$ cat config.mk
export PLATFORM = sky130hd
export DESIGN_NAME = pll_scan_reader_flat
export DESIGN_NICKNAME = d
export VERILOG_FILES = /design/src/rtl/pll_scan_reader_if.sv /design/src/rtl/pll_scan_reader.sv /design/src/flat_wrapper.sv
export SDC_FILE = /design/constraint.sdc
export NUM_CORES = 1
export LEC_CHECK = 0
export ABC_AREA = 1
export CAP_MARGIN = 10
export CORE_MARGIN = 2
export CORE_UTILIZATION = 62
export DETAILED_ROUTE_END_ITERATION = 7
export DONT_BUFFER_PORTS = 1
export PLACE_DENSITY = 0.8
export SETUP_SLACK_MARGIN = 0.1
export SLEW_MARGIN = 20
export SYNTH_ARGS = -nofsm -noshare
export SYNTH_HDL_FRONTEND = slang
export SYNTH_SLANG_ARGS = --single-unit
$ cat constraint.sdc
create_clock -name i_clk -period 3.2 [get_ports i_clk]
set_input_delay 0.48 -clock i_clk [delete_from_list [all_inputs] [get_ports i_clk]]
set_output_delay 0.48 -clock i_clk [all_outputs]
set_load 0.05 [all_outputs]
$ cat src/rtl/pll_scan_reader_if.sv
// Register-bus side of the PLL scan-chain reader.
// This interface carries the start/busy handshake and the byte read port.
interface pll_scan_reader_if;
  logic       i_start;
  logic       i_cfg_busy;
  logic       i_select;
  logic [4:0] i_addr;
  logic [7:0] o_data_rd;
  logic       o_busy;
  logic       o_done;
  logic       o_valid;

  // Bus master (software side / testbench) drives requests and reads results.
  modport master (
    output i_start, i_cfg_busy, i_select, i_addr,
    input  o_data_rd, o_busy, o_done, o_valid
  );

  // The reader block consumes requests and returns status and data.
  modport slave (
    input  i_start, i_cfg_busy, i_select, i_addr,
    output o_data_rd, o_busy, o_done, o_valid
  );
endinterface

$ cat src/rtl/pll_scan_reader.sv
// Non-destructive readback of the PLL reconfiguration scan chain.
// Each bit leaving scandataout is looped back into scandata, so after
// CHAIN_LEN enabled clocks the chain is back in its original state.
// The captured image is latched into a snapshot that the bus reads bytewise.
module pll_scan_reader #(
  parameter int CHAIN_LEN = 158,
  parameter int CNT_W     = 8
) (
  input  logic                i_clk,
  input  logic                i_reset_n,
  pll_scan_reader_if.slave    bus,
  output logic                o_scanclkena,
  output logic                o_scandata,
  input  logic                i_scandataout
);

  // The bus can address 32 bytes; anything past the chain reads as zero.
  localparam int NUM_BYTES = 32;
  localparam int PAD_W     = 8 * NUM_BYTES;

  typedef enum logic [1:0] {
    S_IDLE  = 2'd0,
    S_SHIFT = 2'd1,
    S_DONE  = 2'd2
  } state_t;

  state_t                 r_state;
  state_t                 w_state_next;
  logic [CNT_W-1:0]       r_cnt;
  logic [CHAIN_LEN-1:0]   r_cap;
  logic [CHAIN_LEN-1:0]   r_snap;
  logic                   r_valid;
  logic [7:0]             r_data_rd;
  logic                   w_start_ok;
  logic                   w_last;
  logic                   w_busy;
  logic                   w_done;
  logic                   w_scanclkena;
  logic                   w_scandata;
  logic [PAD_W-1:0]       w_pad;
  logic [7:0]             w_byte [NUM_BYTES];

  // A start request while the writer owns the chain is dropped, not queued.
  assign w_start_ok = bus.i_start & ~bus.i_cfg_busy;
  assign w_last     = (r_cnt == CNT_W'(CHAIN_LEN - 1));

  // State register.
  always_ff @(posedge i_clk) begin
    if (!i_reset_n) r_state <= S_IDLE;
    else            r_state <= w_state_next;
  end

  // Next-state logic: IDLE -> SHIFT for CHAIN_LEN clocks -> DONE for one clock.
  always_comb begin
    w_state_next = r_state;
    case (r_state)
      S_IDLE:  if (w_start_ok) w_state_next = S_SHIFT;
      S_SHIFT: if (w_last)     w_state_next = S_DONE;
      S_DONE:                  w_state_next = S_IDLE;
      default:                 w_state_next = S_IDLE;
    endcase
  end

  // Output decode; scandata recirculates scandataout only while shifting.
  always_comb begin
    w_busy       = 1'b0;
    w_done       = 1'b0;
    w_scanclkena = 1'b0;
    w_scandata   = 1'b0;
    case (r_state)
      S_SHIFT: begin
        w_busy       = 1'b1;
        w_scanclkena = 1'b1;
        w_scandata   = i_scandataout;
      end
      S_DONE: begin
        w_busy = 1'b1;
        w_done = 1'b1;
      end
      default: ;
    endcase
  end

  // Shift counter and capture register; first bit out lands in r_cap[0].
  always_ff @(posedge i_clk) begin
    if (!i_reset_n) begin
      r_cnt <= '0;
      r_cap <= '0;
    end else if (r_state == S_IDLE) begin
      if (w_start_ok) begin
        r_cnt <= '0;
        r_cap <= '0;
      end
    end else if (r_state == S_SHIFT) begin
      r_cap <= {i_scandataout, r_cap[CHAIN_LEN-1:1]};
      r_cnt <= r_cnt + 1'b1;
    end
  end

  // Snapshot only moves on DONE, so reads during a shift see the old image.
  always_ff @(posedge i_clk) begin
    if (!i_reset_n) begin
      r_snap  <= '0;
      r_valid <= 1'b0;
    end else if (r_state == S_DONE) begin
      r_snap  <= r_cap;
      r_valid <= 1'b1;
    end
  end

  // Zero-pad the snapshot to the full addressable byte range.
  genvar gi;
  generate
    for (gi = 0; gi < PAD_W; gi++) begin : g_pad
      if (gi < CHAIN_LEN) begin : g_bit
        assign w_pad[gi] = r_snap[gi];
      end else begin : g_zero
        assign w_pad[gi] = 1'b0;
      end
    end
    for (gi = 0; gi < NUM_BYTES; gi++) begin : g_byte
      assign w_byte[gi] = w_pad[8*gi +: 8];
    end
  endgenerate

  // Registered byte read; holds its value when not selected.
  always_ff @(posedge i_clk) begin
    if (!i_reset_n)        r_data_rd <= 8'h00;
    else if (bus.i_select) r_data_rd <= w_byte[bus.i_addr];
  end

  assign bus.o_data_rd = r_data_rd;
  assign bus.o_busy    = w_busy;
  assign bus.o_done    = w_done;
  assign bus.o_valid   = r_valid;
  assign o_scanclkena  = w_scanclkena;
  assign o_scandata    = w_scandata;

endmodule

$ cat src/flat_wrapper.sv
// flat-port wrapper written by rule: the top's interface ports become plain ports
module pll_scan_reader_flat 
#(
  parameter int CHAIN_LEN = 158,
  parameter int CNT_W     = 8
)
  (i_clk, i_reset_n, o_scanclkena, o_scandata, i_scandataout, bus_i_start, bus_i_cfg_busy, bus_i_select, bus_i_addr, bus_o_data_rd, bus_o_busy, bus_o_done, bus_o_valid);
  pll_scan_reader_if bus_i ();
  input  logic i_clk;
  input  logic i_reset_n;
  output logic o_scanclkena;
  output logic o_scandata;
  input  logic i_scandataout;
  input wire logic [$bits(bus_i.i_start)-1:0] bus_i_start;
  input wire logic [$bits(bus_i.i_cfg_busy)-1:0] bus_i_cfg_busy;
  input wire logic [$bits(bus_i.i_select)-1:0] bus_i_select;
  input wire logic [$bits(bus_i.i_addr)-1:0] bus_i_addr;
  output wire logic [$bits(bus_i.o_data_rd)-1:0] bus_o_data_rd;
  output wire logic [$bits(bus_i.o_busy)-1:0] bus_o_busy;
  output wire logic [$bits(bus_i.o_done)-1:0] bus_o_done;
  output wire logic [$bits(bus_i.o_valid)-1:0] bus_o_valid;
  assign bus_i.i_start = bus_i_start;
  assign bus_i.i_cfg_busy = bus_i_cfg_busy;
  assign bus_i.i_select = bus_i_select;
  assign bus_i.i_addr = bus_i_addr;
  assign bus_o_data_rd = bus_i.o_data_rd;
  assign bus_o_busy = bus_i.o_busy;
  assign bus_o_done = bus_i.o_done;
  assign bus_o_valid = bus_i.o_valid;
  pll_scan_reader #(.CHAIN_LEN(CHAIN_LEN), .CNT_W(CNT_W)) u_core (.i_clk(i_clk), .i_reset_n(i_reset_n), .bus(bus_i), .o_scanclkena(o_scanclkena), .o_scandata(o_scandata), .i_scandataout(i_scandataout));
endmodule
# Word level (Yosys, flattened, before mapping)
# Index checks and enable logic that the tools add are counted.
[totals]
ff_bits = 335
inputBits = 11
output_inout_bits = 13
word_cells = 37
[classes]
add_sub_neg = 1
order_cmp = 1
n_eq_ne = 5
n_mux = 16
bitwise = 3
reduce_logical = 5
[ops]
columns = ["cell", "n"]
rows = [
  ["$mux 158", 3],
  ["$bmux 8 s5", 1],
  ["$mux 8", 5],
  ["$add 8x1->8 const B", 1],
  ["$eq 8x8->1 const B", 1],
  ["$ge 6x6->1 const B", 1],
  ["$not 5->6", 1],
  ["$mux 1", 4],
  ["$mux 2", 2],
  ["$ne 2x1->1 const B", 2],
  ["$pmux 2 s2", 1],
  ["$reduce_and 2->1", 2],
  ["$eq 2x1->1 const B", 1],
  ["$eq 2x2->1 const B", 1],
  ["$logic_not 2->1", 1],
  ["$reduce_bool 2->1", 1],
  ["$reduce_or 2->1", 1],
  ["$and 1x1->1", 1],
  ["$not 1->1", 1],
]

# Logic depth before layout (Yosys ltp)
[depth]
depth_word = 4
depth_mapped = 12
mapped_depth_nobuf = 11

# Worst setup path before layout
# Ideal clock, no wire load.
[synth_path]
path_kind = "reg-to-reg"
startpoint = "reg u_core.r_state[0]"
endpoint = "reg u_core.r_snap[126]"
setup_time_ns = 0.133
arrival_ns = 1.702
required_time_ns = 3.067
slack_ns = 1.365
stages_incl_launch_ff = 9
n_path_buf = 3
period_less_slack_ns = 1.835
cell_sequence = "dfxtp_1 inv_1 ha_1 buf_2 inv_2 buf_2 buf_2 o21ai_0 a21oi_1"
[synth_via]
elab_chain_len = 1
[synth_lines]
columns = ["element", "line_no", "rtl"]
rows = [
  ["start, declared", "pll_scan_reader.sv:27", "state_t r_state;"],
  ["start signal, assigned", "pll_scan_reader.sv:50", "else r_state <= w_state_next;"],
  ["$eq 2x2->1", "pll_scan_reader.sv:105", "end else if (r_state == S_DONE) begin"],
  ["end signal, assigned", "pll_scan_reader.sv:106", "r_snap <= r_cap;"],
  ["end, declared", "pll_scan_reader.sv:31", "logic [CHAIN_LEN-1:0] r_snap;"],
]
# Every way passes these cells.
# A chain may end at the register's enable or synchronous reset.

# Worst setup path in the final report
[layout_path]
startpoint = "reg u_core.r_state[1]"
endpoint = "out o_scandata"
[layout_via]
elab_chain_len = 2
[layout_lines]
columns = ["element", "line_no", "rtl"]
rows = [
  ["$eq 2x1->1", "pll_scan_reader.sv:70", "case (r_state)"],
  ["$mux 1", "pll_scan_reader.sv:70", ""],
  ["end, declared", "flat_wrapper.sv:12", "output logic o_scandata;"],
]
# Every way passes these cells.

==> metrics.md <==
| Metric | Value |
|---|---|
| Register area share after synthesis | 49.6% |
| Rows | 54 |
| Largest net degree at the start of global routing | 171 |
| Top FF cell, synth | dfxtp_1 |
| Root Driver | clkbuf_16 |
| Crit share post-route | 68.7% |
| CP Launch Type | flip-flop |
| DR WL met3 | 1780 µm |
| Setup Viol. Count Final | 0 |
| Non-Filler Instances | 2079 |
| Worst hold slack | 0.101 ns |
| WL/cell | 15.1 µm |
| CP endpoint kind | output pin |
| Leak Pwr | 5.63 nW |
| Initial antenna violation count | 0 |
| Max VDD drop | 0.000499 V |
| Finished Core Util | 67.2% |
| Final WL | 31300 µm |
| Worst path required time | 2.72 ns |
| Later-pin clock latency in the skew report | 0.52 ns |
| Setup Skew | 0.0241 ns |
| DR WL met2 | 14900 µm |
| Detailed-route via count | 11600 |
| ANT cells | 0 |
| Die X | 152 µm |
| First-pass GRT wire length | 51600 µm |
| Distinct cells, synth | 29 |
| Hold Buf Count CTS | 0 |
| RSZ-0062 raised after global routing | no |
| Syn Nets | 1871 |
| Total congestion overflow | 0 |
| Cells after Synth | 1855 |
| Sink Count | 335 |
| Synth Register Bits | 335 |
| WP data arrival | 1.72 ns |
| Syn Area/Cell | 7.28 µm² |
| Max Fclk | 0.455 GHz |
| Max-slew violation count | 0 |
| H-tree depth | 2 |
| Placeable Area | 21600 µm² |
| IO Port Bufs | 0 |
| Post-cts gate resize count | 0 |
| Post-synth EDFFs | 0 |
| GRT Util Overall | 27.5% |
| Die extent in y | 152 µm |
| Layout overhead on the synthesized area | 7.58% |
| Postcts setup bufs | 0 |
| Hold WC Path Type | input pin to flip-flop |
| Final GP Congestion | 0.776 |
| Min Tclk post-route | 2.20 ns |
| Setup TNS | 0 ns |
| Io pins | 24 |
| Clock-pin slew on the worst setup and hold paths | 0.06 ns |
| DP HPWL | 17300 µm |
| Most common cell after layout, fill and taps aside | nand2_1 |
| Vias per inst | 5.58 |
| Commonest cells after routing, fill and taps aside | 523 x nand2_1, 335 x dfxtp_1, 287 x a21oi_1 |
| Worst slew pin tran | 0.762 ns |
| Hold Fails Final Rpt | 0 |
| Worst-path maximum fanout | 5 |
| DRT antenna net count | 0 |
| Nets | 1790 |
| Met1 WL | 13800 µm |
| Initial DRC Count | 1006 |
| Initial Util | 62.5% |
| Synthesized cell area | 13500 µm² |
| Outcome | completed |
| Rel. slew slack | 49.2% |
| DRT Pass-1 Iters | 5 |
| Crit path kind | flip-flop to output pin |
| Die area | 23000 µm² |
| Num CTS Buffers | 35 |
| Power density over the cells | 701 nW/µm² |
| CTS max path bufs | 3 |
| Top Metal Used | met4 |
| Async SR Flop Fraction | 0% |
| Share of cells above drive strength 1 | 5.00% |
| Drt drc | 0 |
| CTS tree | yes |
| Vias in the first global route | 10700 |
| Max-cap violations | 0 |
| Yosys Warn Count | 0 |
| Dpl cells | 2017 |
[cell usage after synthesis, types with 2 or more instances]
library cell,instances,share of area (%)
inv_1,146,4.1
clkbuf_1,47,1.3
o21ai_0,172,6.4
nand2_1,523,15
a21oi_2,8,0.52
nand3_1,87,3.2
buf_6,21,1.8
clkinv_1,2,0.056
a21oi_1,287,11
ha_1,5,0.46
o21ai_1,16,0.59
o22ai_1,7,0.32
nor2_2,3,0.14
buf_2,59,2.2
buf_4,3,0.17
nand4_1,2,0.093
inv_2,7,0.19
clkbuf_2,2,0.074
nor2_1,114,3.2
dfxtp_1,335,50
[cells by family after synthesis]
group | share of synthesized area, %
AO/OA/AOI/OAI | 18.5
adder cells (fa/ha/maj) | 0.463
flip-flops | 49.6
buffers and inverters | 9.85
AND/OR/NAND/NOR | 21.5
[power breakdown]
| group | internal [W] | total (W) | switching (W) | leakage, nW |
|---|---|---|---|---|
| logic | 0.000365 | 0.00122 | 0.000851 | 2.31 |
| clock network | 0.00268 | 0.00434 | 0.00166 | 0.600 |
| registers | 0.00450 | 0.00463 | 0.000135 | 2.72 |
| total | 0.00754 | 0.0102 | 0.00264 | 5.63 |
[layer usage]
layer	GRT usage [%]	up-vias
met2	46.5	315
met4	9.03	0
met5	0	-
met1	36.3	5423
li1	-	5788
met3	4.22	77
[cell type report]
| cell class | instances | area [µm²] |
|---|---|---|
| Fill cell | 1849 | 7090 |
| Sequential cell | 335 | 6710 |
| Multi-Input combinational cell | 1232 | 5470 |
| Clock buffer | 51 | 1010 |
| Inverter | 156 | 603 |
| Tap cell | 280 | 350 |
| Clock inverter | 11 | 224 |
| Timing Repair Buffer | 14 | 168 |
[path summary, 6_finish.rpt]
kind	depth (start not counted)	startpoint	slack [ns]	end
min reg2reg	2	u_core.r_snap[94]	0.45	u_core.r_snap[94]
max	5	u_core.r_state[1]	1.00	o_scandata
min	2	i_reset_n	0.10	u_core.r_snap[1]
max reg2reg	8	u_core.r_state[1]	1.03	u_core.r_cap[49]
[flip-flops by register name (all words and copies together) (netlist names)]
signal	flops
u_core.bus.o_data_rd	8
u_core.bus.o_valid	1
u_core.r_cap	158
u_core.r_cnt	8
u_core.r_snap	158
u_core.r_state	2
[critical path, stage by stage (launching register included)]
cell	delay [ns]
dfxtp_1	0.31
inv_1	0.10
ha_1	0.15
buf_4	0.22
nand2_1	0.07
inv_1	0.35
[per-stage QoR]
step | instance area, µm² | power, W | worst slack, ns
6_report | 14500 | 0.0102 | 1.00
4_1_cts | 14500 | 0.0102 | 0.988
3_5_place_dp | 13300 | 0.00592 | 1.09
5_1_grt | 14500 | 0.0106 | 0.859
3_3_place_gp | 13300 | 0.00587 | 1.16
2_1_floorplan | 13500 | 0.00575 | 1.36
(Power assumes the default switching activity.)
